### src/rtl/w_stage_reg.sv
// Write-back pipeline register for the pipelined Y86-64 core, with bubble/stall
// control, a RUN/HALT freeze FSM and a saturating retired-instruction counter.
// Optional stall/bubble performance counters are compiled in with WB_PERF_EN.
module w_stage_reg #(
  parameter int DATA_W    = 64,
  parameter int REG_W     = 4,
  parameter int STAT_W    = 3,
  parameter int CNT_W     = 32,
  parameter int STAT_AOK  = 1,
  parameter int ICODE_NOP = 1,
  parameter int REG_NONE  = 15
) (
  input  logic              clk,
  input  logic              rst,
  input  logic [STAT_W-1:0] m_stat,
  input  logic [3:0]        M_icode,
  input  logic [DATA_W-1:0] M_valE,
  input  logic [DATA_W-1:0] m_valM,
  input  logic [REG_W-1:0]  M_dstE,
  input  logic [REG_W-1:0]  M_dstM,
  input  logic              m_Cnd,
  input  logic              W_stall,
  input  logic              W_bubble,
  output logic [STAT_W-1:0] W_stat,
  output logic [3:0]        W_icode,
  output logic [DATA_W-1:0] W_valE,
  output logic [DATA_W-1:0] W_valM,
  output logic [REG_W-1:0]  W_dstE,
  output logic [REG_W-1:0]  W_dstM,
  output logic              W_Cnd,
  output logic              W_halted,
  output logic [CNT_W-1:0]  W_retired
`ifdef WB_PERF_EN
  ,
  output logic [CNT_W-1:0]  W_stall_cnt,
  output logic [CNT_W-1:0]  W_bubble_cnt
`endif
);

  typedef enum logic {RUN = 1'b0, HALT = 1'b1} state_t;

  state_t state_q, state_d;
  logic   load_en;
  logic   bubble_en;
  logic   stall_en;

  // Stall outranks bubble; HALT ignores every control except rst.
  always_comb begin
    state_d   = state_q;
    load_en   = 1'b0;
    bubble_en = 1'b0;
    stall_en  = 1'b0;
    case (state_q)
      RUN: begin
        if (W_stall) begin
          stall_en = 1'b1;
        end else if (W_bubble) begin
          bubble_en = 1'b1;
        end else begin
          load_en = 1'b1;
          if (m_stat != STAT_W'(STAT_AOK)) state_d = HALT;
        end
      end
      HALT: state_d = HALT;
      default: state_d = RUN;
    endcase
  end

  always_ff @(posedge clk) begin
    if (rst) state_q <= RUN;
    else     state_q <= state_d;
  end

  assign W_halted = (state_q == HALT);

  always_ff @(posedge clk) begin
    if (rst || bubble_en) begin
      W_stat  <= STAT_W'(STAT_AOK);
      W_icode <= 4'(ICODE_NOP);
      W_valE  <= '0;
      W_valM  <= '0;
      W_dstE  <= REG_W'(REG_NONE);
      W_dstM  <= REG_W'(REG_NONE);
      W_Cnd   <= 1'b0;
    end else if (load_en) begin
      W_stat  <= m_stat;
      W_icode <= M_icode;
      W_valE  <= M_valE;
      W_valM  <= m_valM;
      W_dstE  <= M_dstE;
      W_dstM  <= M_dstM;
      W_Cnd   <= m_Cnd;
    end
  end

  // Saturation is tested before the increment so the count never wraps.
  always_ff @(posedge clk) begin
    if (rst)                           W_retired <= '0;
    else if (load_en && ~&W_retired)   W_retired <= W_retired + CNT_W'(1);
  end

`ifdef WB_PERF_EN
  always_ff @(posedge clk) begin
    if (rst)                            W_stall_cnt <= '0;
    else if (stall_en && ~&W_stall_cnt) W_stall_cnt <= W_stall_cnt + CNT_W'(1);
  end

  always_ff @(posedge clk) begin
    if (rst)                              W_bubble_cnt <= '0;
    else if (bubble_en && ~&W_bubble_cnt) W_bubble_cnt <= W_bubble_cnt + CNT_W'(1);
  end
`else
  logic unused_stall;
  assign unused_stall = stall_en;
`endif

endmodule

### config.mk
export PLATFORM = sky130hd
export DESIGN_NAME = w_stage_reg
export DESIGN_NICKNAME = d
export VERILOG_FILES = /design/src/rtl/w_stage_reg.sv
export SDC_FILE = /design/constraint.sdc
export NUM_CORES = 1
export LEC_CHECK = 0
export ABC_AREA = 1
export BUFFER_PORTS_ARGS = -buffer_cell sky130_fd_sc_hd__buf_2
export CORE_UTILIZATION = 42
export DETAILED_ROUTE_END_ITERATION = 6
export PLACE_DENSITY = 0.83
export SETUP_SLACK_MARGIN = 0.3
export SLEW_MARGIN = 30
export SYNTH_ARGS = -nofsm -noshare
export SYNTH_HDL_FRONTEND = slang
export SYNTH_SLANG_ARGS = --single-unit
### constraint.sdc
create_clock -name clk -period 2.1 [get_ports clk]
set_clock_uncertainty 0.2 [all_clocks]
set_input_delay 0.42 -clock clk [delete_from_list [all_inputs] [get_ports clk]]
set_output_delay 0.42 -clock clk [all_outputs]
set_load 0.005 [all_outputs]
==> results.tsv, run 1 <==
metric	value	unit
required	2.21	ns
boundaryPins	325	
hold-worst-slack	0.02943	ns
nNetsFinal	1433	
cp.buffers_inverters	2	
totalNegativeSetupSlack	0	ns
via_per_inst	4.865	
fill_cells	1398	
synthesized_area_divided_by_synthesized_cell_count	7.339	sq um
average_routed_wire_per_standard_cell	13.85	um
pwrdens	767.3	mW/mm^2
synth_area	0.006994	sq mm
clock_tree.root_cell	clkbuf_16	
gr-total-overflow	0	
min_path_cells	3	
maxCapViolCount	0	
count_of_endpoints_failing_setup_in_the_final_report	0	
crit_slowest_cell	dfxtp_2	
routed-via-count	7356	
cts.sink_count	177	
timing.hold.worst.class	primary input to register	
layout_commonest_cell	nand2_1	
final.min_clock_period	1.764	ns
gp_congestion	0.8649	
startpoint_type	register	
worst-r2r-setup-slack	0.34	ns
total_leakage_power	4.496	nW
worstMarginPinSlew	0.5054	ns
first_iter_violations	389	
path_cells	nand2_1 -> nor2_2 -> inv_1 -> nor2_4 -> nand3b_4 -> clkbuf_16 -> a21oi_1 -> nor2_1	
antenna_violating_nets_post_route	0	
worst_skew_pair.late_latency	0.42	ns
cts_buffers	17	
largest_net_degree_at_the_start_of_global_routing	102	
status	finished, final reports clean	
drc	0	
antenna_found_initial	0	
initial_core_util	43.56	%
ir_drop	0.0005090	V
maxSlewViolCount	0	
yosysSeqAreaShare	50.66	%
final_cell_mix	372 x nand2_1, 324 x buf_2, 159 x a21oi_1	
maximum_single_stage_delay_on_the_critical_path	0.39	ns
timing.slew.headroom	66.26	%
globalRouteTotalUtil	22.29	%
cts_tree	built	
ctsLongestPathBuffers	2	
min-delay-start	m_stat[0]	
cts_htree_levels	4	
synth_cell_type_count	23	
die_area	0.01717	sq mm
diodes	0	
utilization	61.66	%
worst_path_dominant_cell_family	simple AND/OR/NAND/NOR gates	
clkSlewWorstSetupHoldPaths	0.07	ns
maxClockFrequency	0.5668	GHz
die_h	131.0	um
placement_rows	46	
worst-endpoint-arrival	1.88	ns
first_global_vias	6172	
end_kind	register	
rr_worst_depth	8	
route.final.wire_length	20940	um
postSynthCellCount	953	
area_growth_syn_to_layout	41.57	%
timing_hold_violations_final	0	
core	0.01606	sq mm
critPathKind	register to register	
critical_r2r_capture	W_retired[27]	
startpoint_of_the_most_critical_register_to_register_path	W_retired[20]	
grt_setup_unrepaired	yes	
share_of_layout_cells_above_drive_strength_1	37.19	%
crit_path_max_fanout	10	
grt_first_pass_wirelength	29430	um
ys_seq_elements	177	
fin_crit_sh	84.02	%
yosys_warnings	0	
die_width	131.0	um
detail_route.first_pass.iterations	5	
postSynthNetCount	1102	
port-buffer-count	324	
dp.final_hpwl	14850	um
whs_endpoint	W_stat[0]	
[worst min-delay path: cells and delay by family]
family	cells	cell delay, ns
buffers and inverters	1	0.10
AND/OR/NAND/NOR	2	0.10
[cell usage after synthesis, drive strengths merged]
cell | n | area (sq um)
inv | 33 | 123.9
and2 | 1 | 6.260
dfxtp | 177 | 3543
nor2 | 85 | 356.6
buf | 39 | 215.2
clkbuf | 15 | 56.30
ha | 1 | 12.51
nor3 | 2 | 10.01
nand3b | 1 | 20.02
a21oi | 161 | 805.8
o211ai | 1 | 7.510
nand3 | 44 | 315.3
xor2 | 2 | 17.52
o21ai | 1 | 5.000
nand2 | 381 | 1443
nand4 | 9 | 56.30
[worst max-delay path by stage]
stage | from | end | slack [ns] | cells after the start
floorplan | W_retired[0] | W_retired[17] | 0.34 | 9
global placement | W_stall | W_retired[7] | 0.16 | 11
detailed placement | W_stall | W_retired[21] | 0.11 | 9
CTS | W_retired[0] | W_retired[19] | 0.30 | 9
global route | W_retired[1] | W_retired[17] | 0.26 | 10
finish | W_retired[20] | W_retired[27] | 0.34 | 8
[metal layers]
layer | global-route usage (%) | part of all wire, % | up-vias
li1 | - | - | 3699
met1 | 25.56 | 40 | 3314
met5 | 0 | 0 | -
met3 | 6.759 | 8.9 | 34
met2 | 38.44 | 49 | 309
met4 | 9.398 | 2.2 | 0
[cells by family after synthesis]
logic type / share of synthesized area [%]
xor+xnor: 0.2505
simple gates: 31.56
flops: 50.66
compound gates: 11.70
buf+inv: 5.653
fa+ha+maj: 0.1789
[report_power, final]
part	internal (mW)	total, mW	switching, mW
Sequential	3.47	3.53	0.0584
Combinational	0.314	0.703	0.389
Clock	2.00	3.36	1.36
[registers in the layout, summed over array words and instances (netlist names)]
register / count
W_dstM: 4
W_icode: 4
W_dstE: 4
W_Cnd: 1
W_valE: 64
W_halted: 1
W_valM: 64
W_retired: 32
W_stat: 3
[metrics by stage]
step	std cells	setup WS, ns	cell area [sq um]	total power, mW
2_1_floorplan	953	0.3406	6994	3.924
3_3_place_gp	1467	0.1580	8936	4.277
3_5_place_dp	1467	0.1135	8936	4.290
4_1_cts	1507	0.2992	9669	7.664
5_1_grt	1512	0.2556	9902	7.880
6_report	1512	0.3356	9902	7.597
[layout make-up]
class	instances	area [sq um]	share of cell area, %
sequential	177	3578	36.14
multi-input combinational	689	3206	32.37
timing repair buffer	366	2093	21.14
clock buffer	17	425.4	4.296
tap	216	270.3	2.729
clock inverter	14	200.2	2.022
inverter	33	128.9	1.301
[repair_timing]
action	CTS	global route
hold buffers	7	0
pin swaps	1	9
gates resized for setup	8	57
setup buffers	2	3
endpoints found under the setup margin	27	32
gates cloned	0	2
hold endpoints to repair	7	0
No activity file was read; power rests on OpenSTA's default activity.
==> run 2, diff against run 1 <==
PLACE_DENSITY = 0.86   (was 0.83)
clock period = 1.45 ns   (was 2.1 ns; I/O delays follow)
==> run 2 against run 1 <==
The run now fails in global routing (5_1_grt); area after synthesis unchanged; synthesized cell count unchanged.
==> results.tsv, run 2 <==
metric	value	unit	change
ys_seq_elements	177		unchanged
synth_area_leaders	dfxtp_1 51%, nand2_1 20%, a21oi_1 12%, nor2_1 4.0%, nand3_2 2.7%		
cts_buffers	17		unchanged
haltStage	global routing (5_1_grt)		
synth_top_cells_by_count	376 x nand2_1, 177 x dfxtp_1, 161 x a21oi_1		
yosysTopAreaCell	dfxtp_1		
cts.sink_count	177		unchanged
postSynthCellCount	953		unchanged
dp.final_hpwl	15870	um	+6.9%
synth_cell_type_count	23		unchanged
status	stopped before the end		
worstEpCategory	register data pin		
boundaryPins	325		unchanged
postSynthNetCount	1102		unchanged
grt_worst_setup_endpoint	W_valE[45]$_SDFFE_PP0P_/D		
gp_congestion	0.8647		about the same
ctsLongestPathBuffers	2		unchanged
synthArstFlopShare	0	%	unchanged
largest_net_degree_at_the_start_of_global_routing	44		
clock_tree.root_cell	clkbuf_16		
port-buffer-count	324		unchanged
cts_htree_levels	4		unchanged
synthMostInstantiatedCell	nand2_1		
yosysSeqAreaShare	50.66	%	unchanged
error_line	[ERROR DPL-0038] Utilization greater than 100%, impossible to legalize		
yosys_warnings	0		unchanged
synth-edff-count	0		unchanged
initial_core_util	43.56	%	unchanged
synthDominantCellAreaShare	50.66	%	unchanged
die_width	131.0	um	unchanged
placement_rows	46		unchanged
synth_area	0.006994	sq mm	unchanged
yosys_most_used_dff	dfxtp_1		
die_h	131.0	um	unchanged
synthesized_area_divided_by_synthesized_cell_count	7.339	sq um	unchanged
-- run 2: cell counts after synthesis --
No cell type changed its count.
-- run 2: what timing repair did --
| action | 4_1_cts |
|---|---|
| gates resized for setup | 372 |
| gates cloned | 29 |
| setup buffers | 63 |
| endpoints found under the setup margin | 353 |
| pin swaps | 38 |
| endpoints found under the hold margin | 144 |
| hold buffers | 144 |
-- run 2: kinds of logic after synthesis --
family | count (synthesis) | synth area share [%]
AO/OA/AOI/OAI | 163 | 11.70
XOR/XNOR | 2 | 0.2505
adder cells (fa/ha/maj) | 1 | 0.1789
AND/OR/NAND/NOR | 523 | 31.56
buffers and inverters | 87 | 5.653
flip-flops | 177 | 50.66
-- run 2: metrics by stage --
| step | cell area (sq um) | cells | setup WS, ns |
|---|---|---|---|
| 2_1_floorplan | 7337 | 953 | -0.1259 |
| 3_3_place_gp | 9632 | 1532 | -0.2580 |
| 3_5_place_dp | 9632 | 1532 | -0.3295 |
| 4_1_cts | 14310 | 1800 | -0.2385 |
==> run 3, diff against run 2 <==
CORE_UTILIZATION = 27   (was 42)
PLACE_DENSITY = default   (was 0.86)
PLACE_DENSITY_LB_ADDON = 0.15   (was default)
SETUP_SLACK_MARGIN = default   (was 0.3)
clock period = 1.9 ns   (was 1.45 ns; I/O delays follow)
==> run 3 against run 2 <==
The run now ends clean.
==> results.tsv, run 3 (synthesis gave the netlist of run 1 again) <==
metric	value	unit	change
drc	0		
reg.largest.list	W_valE: 64 flops, W_valM: 64 flops, W_retired: 32 flops		
status	finished, final reports clean		
die_width	163.0	um	+24%
layout_commonest_cell	nand2_1		
grt_first_pass_wirelength	38200	um	
ctsLongestPathBuffers	2		unchanged
final_cell_mix	374 x nand2_1, 324 x buf_2, 175 x dfxtp_1		
total_leakage_power	5.091	nW	
route.final.wire_length	24900	um	
port-buffer-count	324		unchanged
area_growth_syn_to_layout	61.34	%	
min-delay-start	m_valM[19]		
cts_tree	built		
cts_htree_levels	4		unchanged
preCtsSetupSlack	-0.01719	ns	+0.3123 ns
rr_worst_depth	8		
largest_net_degree_at_the_start_of_global_routing	80		
final_cell_area	0.01128	sq mm	
fin_crit_sh	94.15	%	
dp.final_hpwl	17320	um	+9.1%
postPlaceCellArea	0.009323	sq mm	-3.2%
groute.layer.met1.usage	22.50	%	
path_common_cell	nor2_2		
diodes	0		
average_routed_wire_per_standard_cell	14.03	um	
routed-via-count	7763		
utilization	44.56	%	
share_of_layout_cells_above_drive_strength_1	33.08	%	
clock_tree.root_cell	clkbuf_16		
maxCapViolCount	0		
whs_endpoint	W_valM[19]		
critical_r2r_capture	W_retired[20]		
via_per_inst	4.374		
first_global_vias	7483		
fin_cells	1775		
maxClockFrequency	0.5590	GHz	
clkSlewWorstSetupHoldPaths	0.07	ns	
totalNegativeSetupSlack	0	ns	
startpoint_of_the_most_critical_register_to_register_path	W_retired[11]		
crit_slowest_cell	dfxtp_1		
cts.sink_count	177		unchanged
min_path_cells	3		
timing.hold.worst.class	primary input to register		
timing_hold_violations_final	0		
antenna_violating_nets_post_route	0		
busiest_layer	met2		
finalPower	8.439	mW	
globalRouteMet3Util	4.762	%	
met2_routing_resource_usage_after_global_routing	30.48	%	
gr-total-overflow	0		
fin_ws	0.1111	ns	
pwrdens	747.9	mW/mm^2	
die_h	163.0	um	+24%
crit_path_max_fanout	21		
nNetsFinal	1582		
timing.slew.headroom	75.02	%	
final.min_clock_period	1.789	ns	
place.detailed.instances	1614		+5.4%
startpoint_type	register		
required	2.02	ns	
globalRouteTotalUtil	18.14	%	
initial_core_util	27.62	%	-16 points
worst-r2r-setup-slack	0.11	ns	
maximum_single_stage_delay_on_the_critical_path	0.46	ns	
gp_congestion	0.7820		-9.6%
worst-endpoint-arrival	1.91	ns	
placement_rows	58		+26%
cts_buffers	17		unchanged
maxSlewViolCount	0		
boundaryPins	325		unchanged
post_cts.repair.setup_buffers	0		-100%
worst_skew_pair.late_latency	0.43	ns	
antenna_found_initial	0		
first_iter_violations	485		
die_area	0.02655	sq mm	
detail_route.first_pass.iterations	7		
ir_drop	0.0006246	V	
path_cells	nand2_1 -> nor2_2 -> nand2_2 -> nor2_2 -> nand3b_4 -> buf_12 -> a21oi_1 -> nor2_1		
hold-worst-slack	0.02897	ns	
worstMarginPinSlew	0.3747	ns	
critPathKind	register to register		
core	0.02533	sq mm	
end_kind	register		
count_of_endpoints_failing_setup_in_the_final_report	0		
-- run 3: worst max path at each step --
stage | from | endpoint | slack (ns) | cells past startpoint
after detailed placement | W_stall | W_retired[21] | -0.02 | 8
final | W_retired[11] | W_retired[20] | 0.11 | 8
after floorplan | W_retired[0] | W_retired[17] | 0.14 | 9
after CTS | W_retired[20] | W_retired[2] | 0.07 | 9
after global placement | W_stall | W_retired[21] | -0.01 | 9
after global routing | W_retired[19] | W_retired[6] | -0.007 | 10
-- run 3: worst max-delay path, delay by kind of cell (launching register included) --
family	cells	cell delay [ns]
compound gates	1	0.15
flops	1	0.46
buf+inv	1	0.18
simple gates	6	0.69
-- run 3: routing by layer --
layer / vias to the layer above / part of all wire [%]
met2: 262 / 47
met5: - / 0
met3: 23 / 6.7
met1: 3478 / 45
met4: 0 / 1.5
li1: 4000 / -
-- run 3: power breakdown --
part           switching (mW)  internal, mW  total (mW)
clock network            1.73          1.79        3.51
registers              0.0634          3.84        3.90
logic                   0.494         0.530        1.02
-- run 3: area by class of cell --
type,count,area [sq um]
fill,2623,14040
sequential,177,3546
timing repair buffer,515,3503
multi-input combinational,689,3117
clock buffer,18,439.2
tap,330,412.9
clock inverter,13,140.1
inverter,33,126.4
-- run 3: timing repair --
action                                  4_1_cts  5_1_grt
cloned                                        0        1
hold buffers                                129        0
endpoints found under the setup margin        1       30
hold endpoints to repair                    129        0
resized for setup                             1       21
pin swaps                                     0        4
==> run 4, diff against run 3 <==
ABC_AREA = default   (was 1)
CTS_CLUSTER_DIAMETER = 40   (was default)
==> run 4 against run 3 <==
The run now ends with setup timing left; routed wire length shrank 4.3%; fmax is 19% lower; clock power down 2%; cell area up 4.7%; utilization is 5.5 points higher; global-route usage fell by 0.14 points; combinational power about the same; power shrank 0.71%; highest routed layer unchanged; hold slack worse by 0.018 ns; sequential share of layout area decreased by 1.3 points; critical path depth fell by 2; critical endpoint is now W_retired[14].
==> results.tsv, run 4 <==
metric	value	unit	change
status	finished, violations left		
violations	setup timing		
first_global_vias	6982		-6.7%
diodes	0		unchanged
synth_cell_type_count	35		+52%
crit_slowest_cell	or4_4		
worst_setup_path_endpoint	W_retired[14]		
yosys_most_used_dff	dfxtp_1		
timing.slew.headroom	50.01	%	-25 points
critical_r2r_capture	W_retired[14]		
worst_skew_pair.late_latency	0.43	ns	about the same
largest_net_degree_at_the_start_of_global_routing	69		-14%
share_of_layout_cells_above_drive_strength_1	38.54	%	+5.5 points
clkSlewWorstSetupHoldPaths	0.07	ns	about the same
worstMarginPinSlew	0.7498	ns	+0.3751 ns
worst_path_dominant_cell_family	simple AND/OR/NAND/NOR gates		
rr_worst_depth	6		-2
nNetsFinal	1519		-4.0%
core	0.02361	sq mm	-6.8%
fin_crit_sh	115.5	%	+21 points
yosysSeqAreaShare	54.16	%	+3.5 points
ctsLongestPathBuffers	2		unchanged
globalRouteTotalUtil	18.00	%	-0.14 points
port-buffer-count	324		unchanged
crit_start	W_retired[1]		
maxCapViolCount	0		unchanged
maxClockFrequency	0.4555	GHz	-19%
grt_first_pass_wirelength	35330	um	-7.5%
dp.final_hpwl	15410	um	-11%
final.min_clock_period	2.195	ns	+0.4066 ns
cts.sink_count	177		unchanged
critPathKind	register to register		
synthDominantCellAreaShare	54.16	%	+3.5 points
average_routed_wire_per_standard_cell	13.99	um	-0.24%
boundaryPins	325		unchanged
synth_area_leaders	dfxtp_1 54%, nand2_1 16%, a21oi_1 12%, clkbuf_1 2.5%, or3_1 2.3%		
total_leakage_power	5.225	nW	+2.6%
placement_rows	56		-3.4%
synthesized_area_divided_by_synthesized_cell_count	7.854	sq um	+7.0%
drc	0		unchanged
end_kind	register		
area_growth_syn_to_layout	80.53	%	
worst-r2r-setup-slack	-0.30	ns	-0.41 ns
gp_congestion	0.7994		+2.2%
fin_ws	-0.2954	ns	-0.4066 ns
first_iter_violations	351		-28%
cp.buffers_inverters	0		-1
cts_buffers	17		unchanged
synth-edff-count	0		unchanged
die_h	157.7	um	-3.2%
clock_tree.root_cell	clkbuf_16		
synthMostInstantiatedCell	nand2_1		
synth_top_cells_by_count	281 x nand2_1, 177 x dfxtp_1, 159 x a21oi_1		
layout_commonest_cell	buf_2		
die_area	0.02486	sq mm	-6.4%
initial_core_util	27.71	%	+0.092 points
cts_htree_levels	4		unchanged
die_width	157.7	um	-3.2%
path_depth	6		-2
synth_area	0.006543	sq mm	-6.5%
synthArstFlopShare	0	%	unchanged
totalNegativeSetupSlack	-4.125	ns	-4.125 ns
antenna_violating_nets_post_route	0		unchanged
required	2.06	ns	+0.04 ns
gr-total-overflow	0		unchanged
route.final.wire_length	23810	um	-4.3%
grt_setup_unrepaired	yes		
antenna_found_initial	0		unchanged
timing_hold_violations_final	0		unchanged
ys_seq_elements	177		unchanged
cts_tree	built		
final_cell_mix	324 x buf_2, 279 x nand2_1, 166 x dfxtp_1		
postSynthCellCount	833		-13%
maximum_single_stage_delay_on_the_critical_path	0.53	ns	+0.07 ns
path_cells	ha_4 -> nand2_4 -> or4_4 -> a311o_2 -> or4_1 -> nand2_1		
startpoint_type	register		
crit_path_max_fanout	5		-76%
startpoint_of_the_most_critical_register_to_register_path	W_retired[1]		
ir_drop	0.0005644	V	-9.6%
finalPower	8.379	mW	-0.71%
yosysTopAreaCell	dfxtp_1		
worst-endpoint-arrival	2.36	ns	+0.45 ns
timing.hold.worst.class	primary input to register		
detail_route.first_pass.iterations	5		-2
postSynthNetCount	982		-11%
maxSlewViolCount	0		unchanged
via_per_inst	4.418		+1.0%
routed-via-count	7520		-3.1%
yosys_warnings	0		unchanged
reg.largest.list	W_valE: 64 flops, W_valM: 64 flops, W_retired: 32 flops		
pwrdens	709.4	mW/mm^2	-5.1%
count_of_endpoints_failing_setup_in_the_final_report	30		+30
run 4: layout make-up:
cell class | instances | area (sq um)
sequential | 177 | 3562
clock inverter | 12 | 115.1
inverter | 5 | 18.77
multi-input combinational | 595 | 3073
fill | 2312 | 11800
timing repair buffer | 574 | 4187
clock buffer | 20 | 456.7
tap | 319 | 399.1
run 4: logic make-up (layout without fill, tap and decap cells):
kind of cell / Yosys count / in the layout / synth area share (%)
simple gates: 387 / 387 / 25.13
compound gates: 200 / 201 / 16.05
flops: 177 / 177 / 54.16
buf+inv: 62 / 611 / 3.633
xor+xnor: 5 / 5 / 0.6695
fa+ha+maj: 1 / 1 / 0.1912
mux: 1 / 1 / 0.1721
run 4: power breakdown:
group	internal, mW	total (mW)	switching (mW)	leakage (nW)
clock	1.80	3.44	1.64	0.275
combinational	0.570	1.05	0.484	3.51
sequential	3.83	3.88	0.0551	1.44
total	6.20	8.38	2.18	5.22
run 4: routing by layer:
layer / vias to the layer above / routed length [um] / GRT usage (%)
met4: 0 / 310 / 5.270
li1: 3870 / - / -
met3: 18 / 1229 / 4.626
met1: 3446 / 10390 / 21.99
met5: - / 0 / 0
met2: 186 / 11880 / 30.88
run 4: metrics by stage:
stage	instances	setup slack, ns	hold slack (ns)	util, %	instance area [sq um]
after global routing	1702	-0.3521	0.01007	50.02	11810
after global placement	1508	-0.3824	0.2387	39.10	9231
after detailed placement	1508	-0.3978	0.2430	39.10	9231
final	1702	-0.2954	0.01074	50.02	11810
after CTS	1687	-0.3285	0.0005410	48.14	11370
after floorplan	833	-0.3063	0.2527	-	6610
run 4: worst min-delay path: stages:
cell and delay [ns]:
buf_2 0.10, nand2_1 0.06, a21oi_1 0.05
run 4: worst min-delay path by stage:
| stage | startpoint | end | slack (ns) | depth (start not counted) |
|---|---|---|---|---|
| 3_3_place_gp | W_valM[46] | W_valM[46] | 0.24 | 2 |
| 4_1_cts | M_valE[50] | W_valE[50] | 0.0005 | 3 |
| 6_report | m_valM[52] | W_valM[52] | 0.01 | 3 |
| 3_5_place_dp | W_valM[3] | W_valM[3] | 0.24 | 2 |
| 2_1_floorplan | W_Cnd | W_Cnd | 0.25 | 2 |
| 5_1_grt | m_valM[52] | W_valM[52] | 0.01 | 3 |
run 4: timing repair:
item	4_1_cts	5_1_grt
hold buffers	136	0
pin swaps	13	39
hold endpoints to repair	136	0
cloned	3	4
gates resized for setup	19	68
buffers inserted	8	12
endpoints found under the setup margin	31	124
